**src/rtl/uart_apb_pkg.sv**
```systemverilog
// Shared definitions for the APB UART echo block: register map, STATUS bits
// and the state encodings of the sequencer and the APB transfer engine.
package uart_apb_pkg;

    localparam logic [7:0] OFF_TXDATA = 8'h00;
    localparam logic [7:0] OFF_RXDATA = 8'h04;
    localparam logic [7:0] OFF_CTRL1  = 8'h08;
    localparam logic [7:0] OFF_CTRL2  = 8'h0C;
    localparam logic [7:0] OFF_STATUS = 8'h10;

    localparam int STATUS_TXRDY = 0;
    localparam int STATUS_RXRDY = 1;

    typedef enum logic [2:0] {
        ST_IDLE,
        ST_WR_CTRL1,
        ST_WR_CTRL2,
        ST_POLL_RX,
        ST_RD_RX,
        ST_POLL_TX,
        ST_WR_TX
    } echo_state_e;

    typedef enum logic [1:0] {
        XF_IDLE,
        XF_SETUP,
        XF_ACCESS
    } xfer_state_e;

    function automatic logic [31:0] reg_addr(input logic [31:0] base, input logic [7:0] off);
        return base + {24'h0, off};
    endfunction

endpackage

```
**src/rtl/apb_xfer.sv**
```systemverilog
// Single APB master transfer engine: SETUP, ACCESS until PREADY, then one idle
// cycle before the next request is accepted. Bus outputs are registered.
module apb_xfer
    import uart_apb_pkg::*;
(
    input  logic        clk_i,
    input  logic        rst_i,
    input  logic        req_i,
    input  logic [31:0] addr_i,
    input  logic        write_i,
    input  logic [7:0]  wdata_i,
    output logic        done_o,
    output logic [31:0] rdata_o,
    output logic        err_o,
    output logic [31:0] paddr_o,
    output logic        psel_o,
    output logic        penable_o,
    output logic        pwrite_o,
    output logic [31:0] pwdata_o,
    input  logic [31:0] prdata_i,
    input  logic        pready_i,
    input  logic        pslverr_i,
    output xfer_state_e dbg_state_o
);

    xfer_state_e state_q, state_d;
    logic [31:0] paddr_q, paddr_d;
    logic [31:0] pwdata_q, pwdata_d;
    logic        psel_q, psel_d;
    logic        penable_q, penable_d;
    logic        pwrite_q, pwrite_d;

    always_ff @(posedge clk_i or posedge rst_i) begin
        if (rst_i) begin
            state_q   <= XF_IDLE;
            paddr_q   <= '0;
            pwdata_q  <= '0;
            psel_q    <= 1'b0;
            penable_q <= 1'b0;
            pwrite_q  <= 1'b0;
        end else begin
            state_q   <= state_d;
            paddr_q   <= paddr_d;
            pwdata_q  <= pwdata_d;
            psel_q    <= psel_d;
            penable_q <= penable_d;
            pwrite_q  <= pwrite_d;
        end
    end

    // Address/direction/data are captured only when a request is accepted,
    // so they stay frozen for the whole SETUP/ACCESS window.
    always_comb begin
        state_d   = state_q;
        paddr_d   = paddr_q;
        pwdata_d  = pwdata_q;
        psel_d    = psel_q;
        penable_d = penable_q;
        pwrite_d  = pwrite_q;
        done_o    = 1'b0;
        case (state_q)
            XF_IDLE: begin
                if (req_i) begin
                    state_d  = XF_SETUP;
                    psel_d   = 1'b1;
                    paddr_d  = addr_i;
                    pwrite_d = write_i;
                    pwdata_d = write_i ? {24'h0, wdata_i} : 32'h0;
                end
            end
            XF_SETUP: begin
                state_d   = XF_ACCESS;
                penable_d = 1'b1;
            end
            XF_ACCESS: begin
                if (pready_i) begin
                    done_o    = 1'b1;
                    state_d   = XF_IDLE;
                    psel_d    = 1'b0;
                    penable_d = 1'b0;
                end
            end
            default: state_d = XF_IDLE;
        endcase
    end

    assign rdata_o     = prdata_i;
    assign err_o       = done_o & pslverr_i;
    assign paddr_o     = paddr_q;
    assign psel_o      = psel_q;
    assign penable_o   = penable_q;
    assign pwrite_o    = pwrite_q;
    assign pwdata_o    = pwdata_q;
    assign dbg_state_o = state_q;

endmodule

```
**src/rtl/uart_apb_echo.sv**
```systemverilog
// Configures a fabric UART over APB, then echoes every received byte back out,
// counting echoes and flagging any slave error.
module uart_apb_echo
    import uart_apb_pkg::*;
#(
    parameter logic [31:0] BASE_ADDR  = 32'h0000_0000,
    parameter logic [12:0] BAUD_VAL   = 13'd162,
    parameter logic [2:0]  CTRL2_MODE = 3'b001
) (
    input  logic        FIC_0_CLK,
    input  logic        FAB_RESET,
    input  logic        START,
    output logic [31:0] PADDR,
    output logic        PSEL,
    output logic        PENABLE,
    output logic        PWRITE,
    output logic [31:0] PWDATA,
    input  logic [31:0] PRDATA,
    input  logic        PREADY,
    input  logic        PSLVERR,
    output logic        CFG_DONE,
    output logic [15:0] ECHO_CNT,
    output logic        ERR,
    output echo_state_e dbg_state_o
);

    echo_state_e state_q, state_d;
    logic        cfg_done_q, cfg_done_d;
    logic [15:0] echo_cnt_q, echo_cnt_d;
    logic [7:0]  byte_q, byte_d;
    logic        err_q, err_d;

    logic        x_req;
    logic        x_write;
    logic [7:0]  x_off;
    logic [7:0]  x_wdata;
    logic        x_done;
    logic        x_err;
    logic [31:0] x_rdata;
    xfer_state_e x_state;

    always_ff @(posedge FIC_0_CLK or posedge FAB_RESET) begin
        if (FAB_RESET) begin
            state_q    <= ST_IDLE;
            cfg_done_q <= 1'b0;
            echo_cnt_q <= '0;
            byte_q     <= '0;
            err_q      <= 1'b0;
        end else begin
            state_q    <= state_d;
            cfg_done_q <= cfg_done_d;
            echo_cnt_q <= echo_cnt_d;
            byte_q     <= byte_d;
            err_q      <= err_d;
        end
    end

    // A STATUS read that completes with an error never counts as ready.
    always_comb begin
        state_d    = state_q;
        cfg_done_d = cfg_done_q;
        echo_cnt_d = echo_cnt_q;
        byte_d     = byte_q;
        err_d      = err_q | x_err;
        x_req      = 1'b1;
        x_write    = 1'b0;
        x_off      = OFF_STATUS;
        x_wdata    = 8'h00;
        case (state_q)
            ST_IDLE: begin
                x_req = 1'b0;
                if (START) state_d = ST_WR_CTRL1;
            end
            ST_WR_CTRL1: begin
                x_write = 1'b1;
                x_off   = OFF_CTRL1;
                x_wdata = BAUD_VAL[7:0];
                if (x_done) state_d = ST_WR_CTRL2;
            end
            ST_WR_CTRL2: begin
                x_write = 1'b1;
                x_off   = OFF_CTRL2;
                x_wdata = {BAUD_VAL[12:8], CTRL2_MODE};
                if (x_done) begin
                    cfg_done_d = 1'b1;
                    state_d    = ST_POLL_RX;
                end
            end
            ST_POLL_RX: begin
                if (x_done && !x_err && x_rdata[STATUS_RXRDY]) state_d = ST_RD_RX;
            end
            ST_RD_RX: begin
                x_off = OFF_RXDATA;
                if (x_done) begin
                    byte_d  = x_rdata[7:0];
                    state_d = ST_POLL_TX;
                end
            end
            ST_POLL_TX: begin
                if (x_done && !x_err && x_rdata[STATUS_TXRDY]) state_d = ST_WR_TX;
            end
            ST_WR_TX: begin
                x_write = 1'b1;
                x_off   = OFF_TXDATA;
                x_wdata = byte_q;
                if (x_done) begin
                    echo_cnt_d = echo_cnt_q + 16'd1;
                    state_d    = ST_POLL_RX;
                end
            end
            default: state_d = ST_IDLE;
        endcase
    end

    apb_xfer u_xfer (
        .clk_i       (FIC_0_CLK),
        .rst_i       (FAB_RESET),
        .req_i       (x_req),
        .addr_i      (reg_addr(BASE_ADDR, x_off)),
        .write_i     (x_write),
        .wdata_i     (x_wdata),
        .done_o      (x_done),
        .rdata_o     (x_rdata),
        .err_o       (x_err),
        .paddr_o     (PADDR),
        .psel_o      (PSEL),
        .penable_o   (PENABLE),
        .pwrite_o    (PWRITE),
        .pwdata_o    (PWDATA),
        .prdata_i    (PRDATA),
        .pready_i    (PREADY),
        .pslverr_i   (PSLVERR),
        .dbg_state_o (x_state)
    );

    assign CFG_DONE    = cfg_done_q;
    assign ECHO_CNT    = echo_cnt_q;
    assign ERR         = err_q;
    assign dbg_state_o = state_q;

endmodule

```
**config.mk**
```make
export PLATFORM = sky130hd
export DESIGN_NAME = uart_apb_echo
export DESIGN_NICKNAME = d
export VERILOG_FILES = /design/src/rtl/uart_apb_pkg.sv /design/src/rtl/apb_xfer.sv /design/src/rtl/uart_apb_echo.sv
export SDC_FILE = /design/constraint.sdc
export NUM_CORES = 1
export LEC_CHECK = 0
export ABC_AREA = 0
export BUFFER_PORTS_ARGS = -buffer_cell sky130_fd_sc_hd__buf_2
export CORE_UTILIZATION = 52
export CTS_BUF_LIST = sky130_fd_sc_hd__clkbuf_4
export DETAILED_ROUTE_END_ITERATION = 8
export HOLD_SLACK_MARGIN = 0.05
export PLACE_DENSITY = 0.88
export SLEW_MARGIN = 5
export SYNTH_ARGS = -nofsm -noshare
export SYNTH_HDL_FRONTEND = slang
export SYNTH_HIERARCHICAL = 1
export SYNTH_SLANG_ARGS = --single-unit
```
**constraint.sdc**
```tcl
create_clock -name FIC_0_CLK -period 2.4 [get_ports FIC_0_CLK]
set_input_delay 0.24 -clock FIC_0_CLK [delete_from_list [all_inputs] [get_ports FIC_0_CLK]]
set_output_delay 0.24 -clock FIC_0_CLK [all_outputs]
set_load 0.005 [all_outputs]
```
==> results.md <==
- During I/O placement, the number of pins put on the boundary was 125.
- For this design the static power due to leakage is 0.00232 µW.
- The area growth from synthesis to layout is 16.6%.
- The number of pins exceeding their max-slew limit in the final report is 0.
- The worst supply voltage drop on vdd is 0.000740 V.
- The cell area that synthesis handed to floorplanning was 3430 µm².
- The congestion estimate from routability-driven global placement came to 0.757.
- The later-pin clock latency in the skew report is 0.41 ns.
- The class of the tightest hold or removal check is input pin to flip-flop.
- Across all register-to-register paths, the minimum setup slack is 0.33 ns.
- Measured along the x axis, the die boundary spans 83.3 µm.
- The flow ran to the end, and the final reports show no timing, DRC or antenna violations.
- In this run the worst setup path terminates at u_xfer/paddr_o[11]$_DFFE_PP0P_.
- The final sum of negative setup slack is 0 ns.
- By instance count, the cell type seen most on the critical path is sky130_fd_sc_hd__nand2_1.
- The top achievable clock speed is 484 MHz.
- Clock-pin slew was measured on the worst setup and hold paths at 0.11 ns.
- Setup repair after global routing left no endpoint under its margin.
- Entering global routing, the biggest net connects 46 pins.
- After the flow finishes, the layout carries non-filler instances totaling 538.
- In this run the most critical hold path is launched from PRDATA[1].
- The post-layout minimum cycle time is 2.07 ns.
- The total number of clock tree sinks is 74.
- The post-CTS setup-driven buffer insertion count is 0.
- Headroom to the max-slew limit came out at 0.397.
- The number of failing setup endpoints in the final timing report is 0.
- The biggest cell delay along the critical path is 0.69 ns.
- At the worst endpoint, the required time is 2.70 ns.
- Traced cell by cell, the critical path runs through inv_1, nand2_1, or3b_1, buf_4, nand2_1, nand2_1.
- The class of the most critical setup path is flip-flop to flip-flop.
- Summing over every cut layer, the via total after detailed routing is 2,538.
- The initialized floorplan defines 29 standard-cell rows.
- The remaining global-route overflow is 0.
- The gate family responsible for the most delay along the worst path is simple AND/OR/NAND/NOR gates.
- The met1 global-route usage is 0.260.
- Port buffering added 76 buffers.
- The clock tree root buffer cell is sky130_fd_sc_hd__clkbuf_4.
- The type of element capturing the critical path is a flip-flop.
- Of the available clock period, the critical path in the final layout requires 0.861.
- Counting instances, the worst hold path has a depth of 2.
- The number of violations of the max-capacitance limit is 0.
- The share of cells above drive strength 1 is 0.239.
- The diode insertion count for antenna repair is 0.
- Across every metal layer, demand over resource in global routing totals 0.204.
- The number of buffer and inverter stages on the critical path is 2.
- Including well taps, the total number of placed cells is 516.
- The maximum level of the CTS H-tree is 3.
- Timing analysis after detailed placement gives a worst setup slack of 0.389 ns.
- The met2 track utilization from global routing is 0.329.
- In this run the mean area of a mapped cell was 9.70 µm².
- In this run the remaining antenna-violating nets after routing total 0.
- The capture point of the worst reg-to-reg path is u_xfer/paddr_o[11]$_DFFE_PP0P_.
- The startpoint identified for the worst register-to-register timing path is dbg_state_o[2]$_DFFE_PP0P_.
- Power spread over the standard cell area amounts to 1120 nW/µm².
- Dividing the detail-routed wire length by the instance count gives 12.1 µm.
- In the global route stage, met3 resource usage came out at 0.0477.
- The detailed router finished its first iteration with 123 violations.
- The height of the chip is 83.3 µm.
- The number of detailed-routing iterations run before antenna repair is 4.
- The layout net count is 498.
- Using the TritonRoute via totals, the vias-per-cell ratio works out to 4.72.
- Yosys printed 6 warnings.
- The filler cells instantiated in the layout total 535.
- The transition time of the tightest slew-check pin is 0.904 ns.
- The initial core utilization is 0.541.
- The total clock buffers created by CTS is 9.
- In this run, post-CTS repair resized a total of 0 instances.
- The buffer levels on the longest clock path is 2.
- The critical-path maximum fanout is 41.
- TritonCTS built the clock tree.
- The gate count of the mapped netlist is 354.
- For this design, the slowest cell found on the critical path is sky130_fd_sc_hd__dfrtp_1.
- The number of global-route vias before repair is 2,410.
- The critical path depth in cells is 6.
- The core outline area is 6350 µm².
- The floorplan die area is 6930 µm².
- In this run the most used layer during global routing was met2.
- The number of cells on the worst reg-to-reg path is 6.
- The number of DRC violations after detailed routing is 0.
- The final number of hold-violating endpoints was 0.
- The number of antenna violations at the first check in global routing came to 0.
- The post-DP HPWL is 4490 µm.
- The critical path starts at dbg_state_o[2]$_DFFE_PP0P_.
- The detailed-route wire length is 6530 µm.
- After layout, the worst setup slack is 0.333 ns.
- At the worst endpoint, the arrival time is 2.36 ns.
- The first global-routing pass estimated 11,200 µm of wire.
- Total power for the finished layout comes to 4480 µW.
- STA classifies the critical path startpoint as a flip-flop.
- Clock skew on the completed layout was measured at 0.0122 ns.
- The hold buffer count at CTS is 5.
[layout make-up]
cell class / instances / area, µm² / share of cell area
Sequential cell: 74 / 1850 / 0.463
Timing Repair Buffer: 86 / 470 / 0.117
Clock buffer: 9 / 67.6 / 0.0169
Tap cell: 77 / 96.3 / 0.0241
Inverter: 14 / 57.6 / 0.0144
Clock inverter: 7 / 83.8 / 0.0209
Multi-Input combinational cell: 271 / 1380 / 0.344
[worst register-to-register path, stage by stage, from the launching register on]
cell,delay (ns)
sky130_fd_sc_hd__dfrtp_1,0.69
sky130_fd_sc_hd__inv_1,0.23
sky130_fd_sc_hd__nand2_1,0.12
sky130_fd_sc_hd__or3b_1,0.41
sky130_fd_sc_hd__buf_4,0.29
sky130_fd_sc_hd__nand2_1,0.14
sky130_fd_sc_hd__nand2_1,0.07
[sequential cells by signal, indices dropped and copies added (netlist names)]
signal / flops
CFG_DONE: 1
ECHO_CNT: 16
ERR: 1
byte_q: 8
dbg_state_o: 3
u_xfer/dbg_state_o: 2
u_xfer/paddr_o: 32
u_xfer/penable_o: 1
u_xfer/psel_o: 1
u_xfer/pwdata_o: 8
u_xfer/pwrite_o: 1
[layer usage]
| metal | wire length [µm] | share of wire |
|---|---|---|
| met5 | 0 | 0 |
| met2 | 3130 | 0.48 |
| met3 | 460 | 0.070 |
| met4 | 138 | 0.021 |
| met1 | 2800 | 0.43 |
[metrics by stage]
stage / utilization / area (µm²) / hold WS (ns)
after floorplan: - / 3630 / 0.318
after global placement: 0.597 / 3790 / 0.348
after detailed placement: 0.597 / 3790 / 0.347
after CTS: 0.629 / 3990 / 0.0534
after global routing: 0.631 / 4000 / 0.0589
final: 0.631 / 4000 / 0.0805
[cell usage in the layout (no fill, tap or decap), types with 2 or more instances in the layout]
cell and instances:
sky130_fd_sc_hd__nand2_1 125, sky130_fd_sc_hd__buf_2 76, sky130_fd_sc_hd__dfrtp_1 74, sky130_fd_sc_hd__conb_1 53, sky130_fd_sc_hd__nand3_1 15, sky130_fd_sc_hd__inv_1 12
sky130_fd_sc_hd__xnor2_1 11, sky130_fd_sc_hd__mux2_2 9, sky130_fd_sc_hd__clkbuf_4 9, sky130_fd_sc_hd__nor2_1 7, sky130_fd_sc_hd__and3_1 7, sky130_fd_sc_hd__dlygate4sd3_1 6
sky130_fd_sc_hd__ha_1 5, sky130_fd_sc_hd__xor2_1 4, sky130_fd_sc_hd__a21oi_1 4, sky130_fd_sc_hd__o21ai_0 4, sky130_fd_sc_hd__buf_4 4, sky130_fd_sc_hd__a21o_1 3
sky130_fd_sc_hd__clkinv_1 3, sky130_fd_sc_hd__or2_2 2, sky130_fd_sc_hd__nand4_1 2, sky130_fd_sc_hd__and4_1 2, sky130_fd_sc_hd__mux2i_1 2, sky130_fd_sc_hd__bufinv_16 2
[where the power goes]
part           internal (µW)  switching [µW]
registers               1670             238
logic                    696            1060
clock network            411             415
[worst min path at each step]
stage and endpoint:
6_report byte_q[1]$_DFFE_PP0P_, 5_1_grt byte_q[0]$_DFFE_PP0P_, 4_1_cts byte_q[2]$_DFFE_PP0P_, 3_5_place_dp byte_q[2]$_DFFE_PP0P_, 3_3_place_gp byte_q[6]$_DFFE_PP0P_, 2_1_floorplan CFG_DONE$_DFFE_PP0P_
(Power assumes the default switching activity.)
